$ cat config.mk
export PLATFORM = sky130hd
export DESIGN_NAME = pipeline_ctrl
export DESIGN_NICKNAME = d
export VERILOG_FILES = /design/src/rtl/pipeline_ctrl.sv
export SDC_FILE = /design/constraint.sdc
export NUM_CORES = 1
export LEC_CHECK = 0
export CORE_MARGIN = 2
export CORE_UTILIZATION = 36
export CTS_CLUSTER_DIAMETER = 120
export CTS_CLUSTER_SIZE = 20
export DETAILED_ROUTE_END_ITERATION = 10
export GPL_TIMING_DRIVEN = 1
export PLACE_DENSITY = 0.76
export RECOVER_POWER = 50
export SYNTH_ARGS = -nofsm -noshare
export SYNTH_HDL_FRONTEND = slang
export SYNTH_SLANG_ARGS = --single-unit
export TNS_END_PERCENT = 1
$ cat constraint.sdc
create_clock -name pci_clk -period 2.5 [get_ports pci_clk]
set_clock_uncertainty 0.2 [all_clocks]
set_input_delay 0.375 -clock pci_clk [delete_from_list [all_inputs] [get_ports pci_clk]]
set_output_delay 0.375 -clock pci_clk [all_outputs]
set_load 0.05 [all_outputs]
$ cat src/rtl/pipeline_ctrl.sv
// Stall/flush scheduler for the 5-stage pipeline: load-use and instruction-SRAM structural hazards,
// external memory wait freeze, and a saturating lost-fetch-cycle counter.
module pipeline_ctrl #(
  parameter int unsigned MEM_CYCLES = 2,
  parameter logic [15:0] IRAM_TOP   = 16'h8000
) (
  input  logic        pci_clk,
  input  logic        pci_rst,
  input  logic [3:0]  pci_id_rreg1,
  input  logic [3:0]  pci_id_rreg2,
  input  logic [3:0]  pci_ex_wreg_addr,
  input  logic [1:0]  pci_ex_rwe,
  input  logic [1:0]  pci_mem_rwe,
  input  logic [15:0] pci_mem_addr,
  input  logic        pci_mem_busy,
  output logic        pco_pc_keep,
  output logic        pco_ifid_keep,
  output logic        pco_ifid_en,
  output logic        pco_idex_keep,
  output logic        pco_idex_en,
  output logic        pco_exmem_keep,
  output logic        pco_exmem_en,
  output logic        pco_memwb_en,
  output logic        pco_sram_owner,
  output logic [15:0] pco_stall_cnt
);

  localparam logic [3:0] REG_INVALID = 4'hF;
  localparam logic [1:0] RWE_IDLE    = 2'b00;
  localparam logic [1:0] RWE_READ    = 2'b01;

  localparam logic [0:0] ST_RUN  = 1'b0;
  localparam logic [0:0] ST_WAIT = 1'b1;

  localparam int unsigned CW       = $clog2(MEM_CYCLES) + 1;
  localparam int unsigned INIT_VAL = (MEM_CYCLES > 1) ? MEM_CYCLES - 2 : 0;
  localparam logic [CW-1:0] CNT_INIT = CW'(INIT_VAL);
  localparam bit MULTI = (MEM_CYCLES > 1);

  logic [0:0]    state_q, state_d;
  logic [CW-1:0] cnt_q, cnt_d;
  logic [15:0]   stall_cnt_q, stall_cnt_d;

  logic conflict, lu;
  logic freeze, last, lu_act, owner;

  assign conflict = (pci_mem_rwe != RWE_IDLE) && (pci_mem_addr < IRAM_TOP);
  assign lu = (pci_ex_rwe == RWE_READ) && (pci_ex_wreg_addr != REG_INVALID) &&
              ((pci_ex_wreg_addr == pci_id_rreg1) || (pci_ex_wreg_addr == pci_id_rreg2));

  always_comb begin
    state_d = state_q;
    cnt_d   = cnt_q;
    freeze  = 1'b0;
    last    = 1'b0;
    lu_act  = 1'b0;
    owner   = 1'b0;
    if (pci_mem_busy) begin
      // Whole pipeline frozen; SRAM ownership follows whatever access is in flight.
      freeze = 1'b1;
      owner  = (state_q == ST_WAIT);
    end else begin
      case (state_q)
        ST_RUN: begin
          if (conflict) begin
            owner = 1'b1;
            if (MULTI) begin
              freeze  = 1'b1;
              cnt_d   = CNT_INIT;
              state_d = ST_WAIT;
            end else begin
              last   = 1'b1;
              lu_act = lu;
            end
          end else begin
            lu_act = lu;
          end
        end
        ST_WAIT: begin
          owner = 1'b1;
          if (cnt_q != '0) begin
            freeze = 1'b1;
            cnt_d  = cnt_q - 1'b1;
          end else begin
            last    = 1'b1;
            lu_act  = lu;
            state_d = ST_RUN;
          end
        end
        default: state_d = ST_RUN;
      endcase
    end
  end

  always_comb begin
    pco_pc_keep    = freeze | last | lu_act;
    pco_ifid_keep  = freeze | lu_act;
    // A load-use hold keeps the ID instruction, so the lost fetch need not be flushed into IF/ID.
    pco_ifid_en    = !(last && !lu_act);
    pco_idex_keep  = freeze;
    pco_idex_en    = !lu_act;
    pco_exmem_keep = freeze;
    pco_exmem_en   = 1'b1;
    pco_memwb_en   = !freeze;
    pco_sram_owner = owner;
    if (!pci_rst) begin
      pco_pc_keep    = 1'b0;
      pco_ifid_keep  = 1'b0;
      pco_ifid_en    = 1'b1;
      pco_idex_keep  = 1'b0;
      pco_idex_en    = 1'b1;
      pco_exmem_keep = 1'b0;
      pco_exmem_en   = 1'b1;
      pco_memwb_en   = 1'b1;
      pco_sram_owner = 1'b0;
    end
  end

  always_comb begin
    stall_cnt_d = stall_cnt_q;
    if (pco_pc_keep && (stall_cnt_q != 16'hFFFF)) stall_cnt_d = stall_cnt_q + 16'd1;
  end

  always_ff @(posedge pci_clk or negedge pci_rst) begin
    if (!pci_rst) begin
      state_q     <= ST_RUN;
      cnt_q       <= '0;
      stall_cnt_q <= '0;
    end else begin
      state_q     <= state_d;
      cnt_q       <= cnt_d;
      stall_cnt_q <= stall_cnt_d;
    end
  end

  assign pco_stall_cnt = stall_cnt_q;

endmodule

==> impl_metrics.ini, run 1 <==
[status]
status = finished, violations left
violations = setup timing

[clocking]
cts_max_level = 1
clock_sinks = 19
cts.path.max_buffers = 2
tritoncts = yes
clockRootBuffer = clkbuf_4
numCtsBuffers = 3
clk_latency_ns = 0.29
cts.hold.buffers_added = 0
clk_pin_slew_ns = 0.10

[sta]
rsz0062_at_grt = yes
finalWorstSetupSlack_ns = -0.243
max_freq_ghz = 0.365
slew_headroom_pct = 65.6
setup_viol = 5
hold_viol_final = 0
period_share_pct = 110
drv_slew = 0
fin_worst_hold_slack_ns = 0.235
final.setup.tns_ns = -0.915
min_period_ns = 2.74
tightest_slew_ns = 0.513

[global_route]
grt_max_degree = 12
track_usage_pct = 16.5
grt_pass1_vias = 1101
grt_overflow = 0
antenna_found_initial = 0
grt_pass1_wl_um = 4710

[layout]
drive_above_1_share_pct = 30.9
syn2layout_area_growth_pct = 63.3
nNetsFinal = 216
n_antenna_cell = 0
fillers = 272

[synth]
synthTopCellsByCount = 19 x dfrtp_1, 18 x xnor2_1, 7 x nand3_2, 7 x nor2_1, 6 x inv_1
ys_top_cells_by_area = dfrtp_1 39%, xnor2_1 13%, nand3_2 5.8%
netlist_area_um2 = 1210
ys.flop_type = dfrtp_1
synth_seq_cells = 19
postSynthNetCount = 152
synthArstFlopShare_pct = 100
yosysMostFrequentCell = dfrtp_1
synth_edf_count = 0
ys_types = 33
yosysTopAreaCell = dfrtp_1
ys_seq_area_share_pct = 39.4
synth.avg_cell_area_um2 = 10.5
synth_top_area_share_pct = 39.4
synth_warnings = 0
netlist_instances = 115

[power]
clock_power_share_pct = 10.1
power.net_switching_mw = 0.673
vdd_drop_max_mv = 0.410
p_sw_share_pct = 44.1
pwr-share-seq_pct = 30.4
comb_power_share_pct = 59.5
p_leak_nw = 0.834
powerDensity_nw_per_um2 = 776
p_int_mw = 0.855

[detailed_routing]
final_antenna_net_count = 0
wire_per_inst_um = 12.7
drcViolationCount = 0
drt_iter0_drc = 60
vias = 1085
first_pass_iters = 4
routed_via_density = 4.84
drt-total-wl_um = 2840

[critical_path]
cp_slowest_cell = or4b_4
startpoint_type = register
cp.arrival_ns = 2.17
cp_data_required_time_ns = 1.92
critPathKind = reg -> out
path_cells = inv_1 > ha_1 > nand2b_1 > o311ai_2 > or4b_4 > nor2_4 > nor2_1 > a21oi_4 > buf_12
slowest_delay_ns = 0.52
endpoint_kind = output port
crit_path_max_fanout = 2

[flow_run]
max_cap_viol_count = 0

[placed_design]
portBuffers = 43
gp_congestion = 0.812
dp_hpwl_um = 2330
place_ws_ns = -0.254

[die]
io_pins = 60
row_count = 21
core_um2 = 3280
initial_utilization_pct = 36.7
die_width_um = 61.9
die_height_um = 61.9
die-area_um2 = 3830

[hold_path]
hp-class = in -> async
==> repair_timing <==
action / in CTS / in global routing
pin swaps: 0 / 1
resized for setup: 4 / 2
cloned: 0 / 0
setup endpoints to repair: 5 / 22
setup buffers: 1 / 1
==> cells in the final DEF, fill, tap and decap left out, types with 2 or more instances in the layout <==
cell and count:
o21ai_0 4, nand4_1 5, and4_1 3, dfrtp_1 19
clkbuf_4 3, nor2_1 6, buf_12 8, and2_1 3
a21oi_1 3, nand3_2 7, inv_1 5, xor2_1 4
nand2_1 2, and3_1 5, xnor2_1 17, clkdlybuf4s50_1 35
ha_1 2, xnor2_2 2, nor3_1 2, buf_4 19
nand2_2 3
==> critical path: cells and delay by family (launching register included) <==
family	cells	cell delay [ns]
and+or+nand+nor	4	0.82
DFF	1	0.40
AOI/OAI and AO/OA	2	0.29
buffers and inverters	2	0.21
adders and majority gates	1	0.15
==> cell families after synthesis <==
group                      after synthesis  share of synthesized area [%]
and+or+nand+nor                         46                           26.4
xor gates and xnor gates                23                           17.3
DFF                                     19                           39.4
AOI/OAI and AO/OA                       13                           7.88
buffers and inverters                   10                           5.39
adders and majority gates                2                           2.07
other                                    1                          0.311
muxes                                    1                           1.24
==> sequential cells by signal, summed over array words and instances, names as in the netlist <==
register,count
cnt_q,2
state_q,1
pco_stall_cnt,16
==> per-stage QoR <==
| step | total power [mW] | cell area, um2 | util (%) | cells |
|---|---|---|---|---|
| global route | 1.63 | 1970 | 60.0 | 224 |
| finish | 1.53 | 1970 | 60.0 | 224 |
| CTS | 1.51 | 1950 | 59.3 | 223 |
| detailed placement | 1.34 | 1890 | 57.7 | 218 |
| global placement | 1.31 | 1890 | 57.7 | 218 |
| floorplan | 0.985 | 1230 | - | 115 |
==> power by group through the flow <==
stage	Sequential (mW)	Clock, mW	Combinational [mW]
final	0.464	0.154	0.910
after global routing	0.477	0.174	0.975
after CTS	0.460	0.159	0.895
after detailed placement	0.467	0	0.878
after global placement	0.461	0	0.853
after floorplan	0.625	0	0.360
==> path summary, 6_finish.rpt <==
check,depth (start not counted),to,start,slack [ns]
worst max-delay path,9,pco_pc_keep,cnt_q[1]$_DFFE_PN0P_,-0.24
worst min-delay path,2,pco_stall_cnt[5]$_DFFE_PN0P_,pci_rst,0.23
worst max register to register,10,pco_stall_cnt[13]$_DFFE_PN0P_,cnt_q[1]$_DFFE_PN0P_,-0.01
worst min register to register,1,pco_stall_cnt[13]$_DFFE_PN0P_,pco_stall_cnt[13]$_DFFE_PN0P_,0.30
max in group asynchronous,2,state_q$_DFFE_PN0N_,pci_rst,1.72
min in group pci_clk,1,pco_stall_cnt[13]$_DFFE_PN0P_,pco_stall_cnt[13]$_DFFE_PN0P_,0.30
==> cell type report <==
cell class / instances / area [um2] / share of cell area, %
multi-input combinational: 86 / 719 / 36.5
timing repair buffer: 63 / 664 / 33.7
sequential: 19 / 475 / 24.1
tap: 46 / 57.6 / 2.92
clock buffer: 4 / 26.3 / 1.33
inverter: 6 / 26.3 / 1.33
==> metal layers <==
metal	track usage (%)	vias to the layer above	wire length (um)
li1	-	526	-
met1	19.5	513	1160
met2	28.7	42	1440
met3	3.52	4	193
met4	6.99	0	38
met5	0	-	0
No activity file was read; power rests on OpenSTA's default activity.
==> run 2: changes to the inputs <==
Settings changed: GPL_ROUTABILITY_DRIVEN from default to 1.
==> results of run 2 <==
The final DEF is identical to that of run 1; final timing and power are the same.
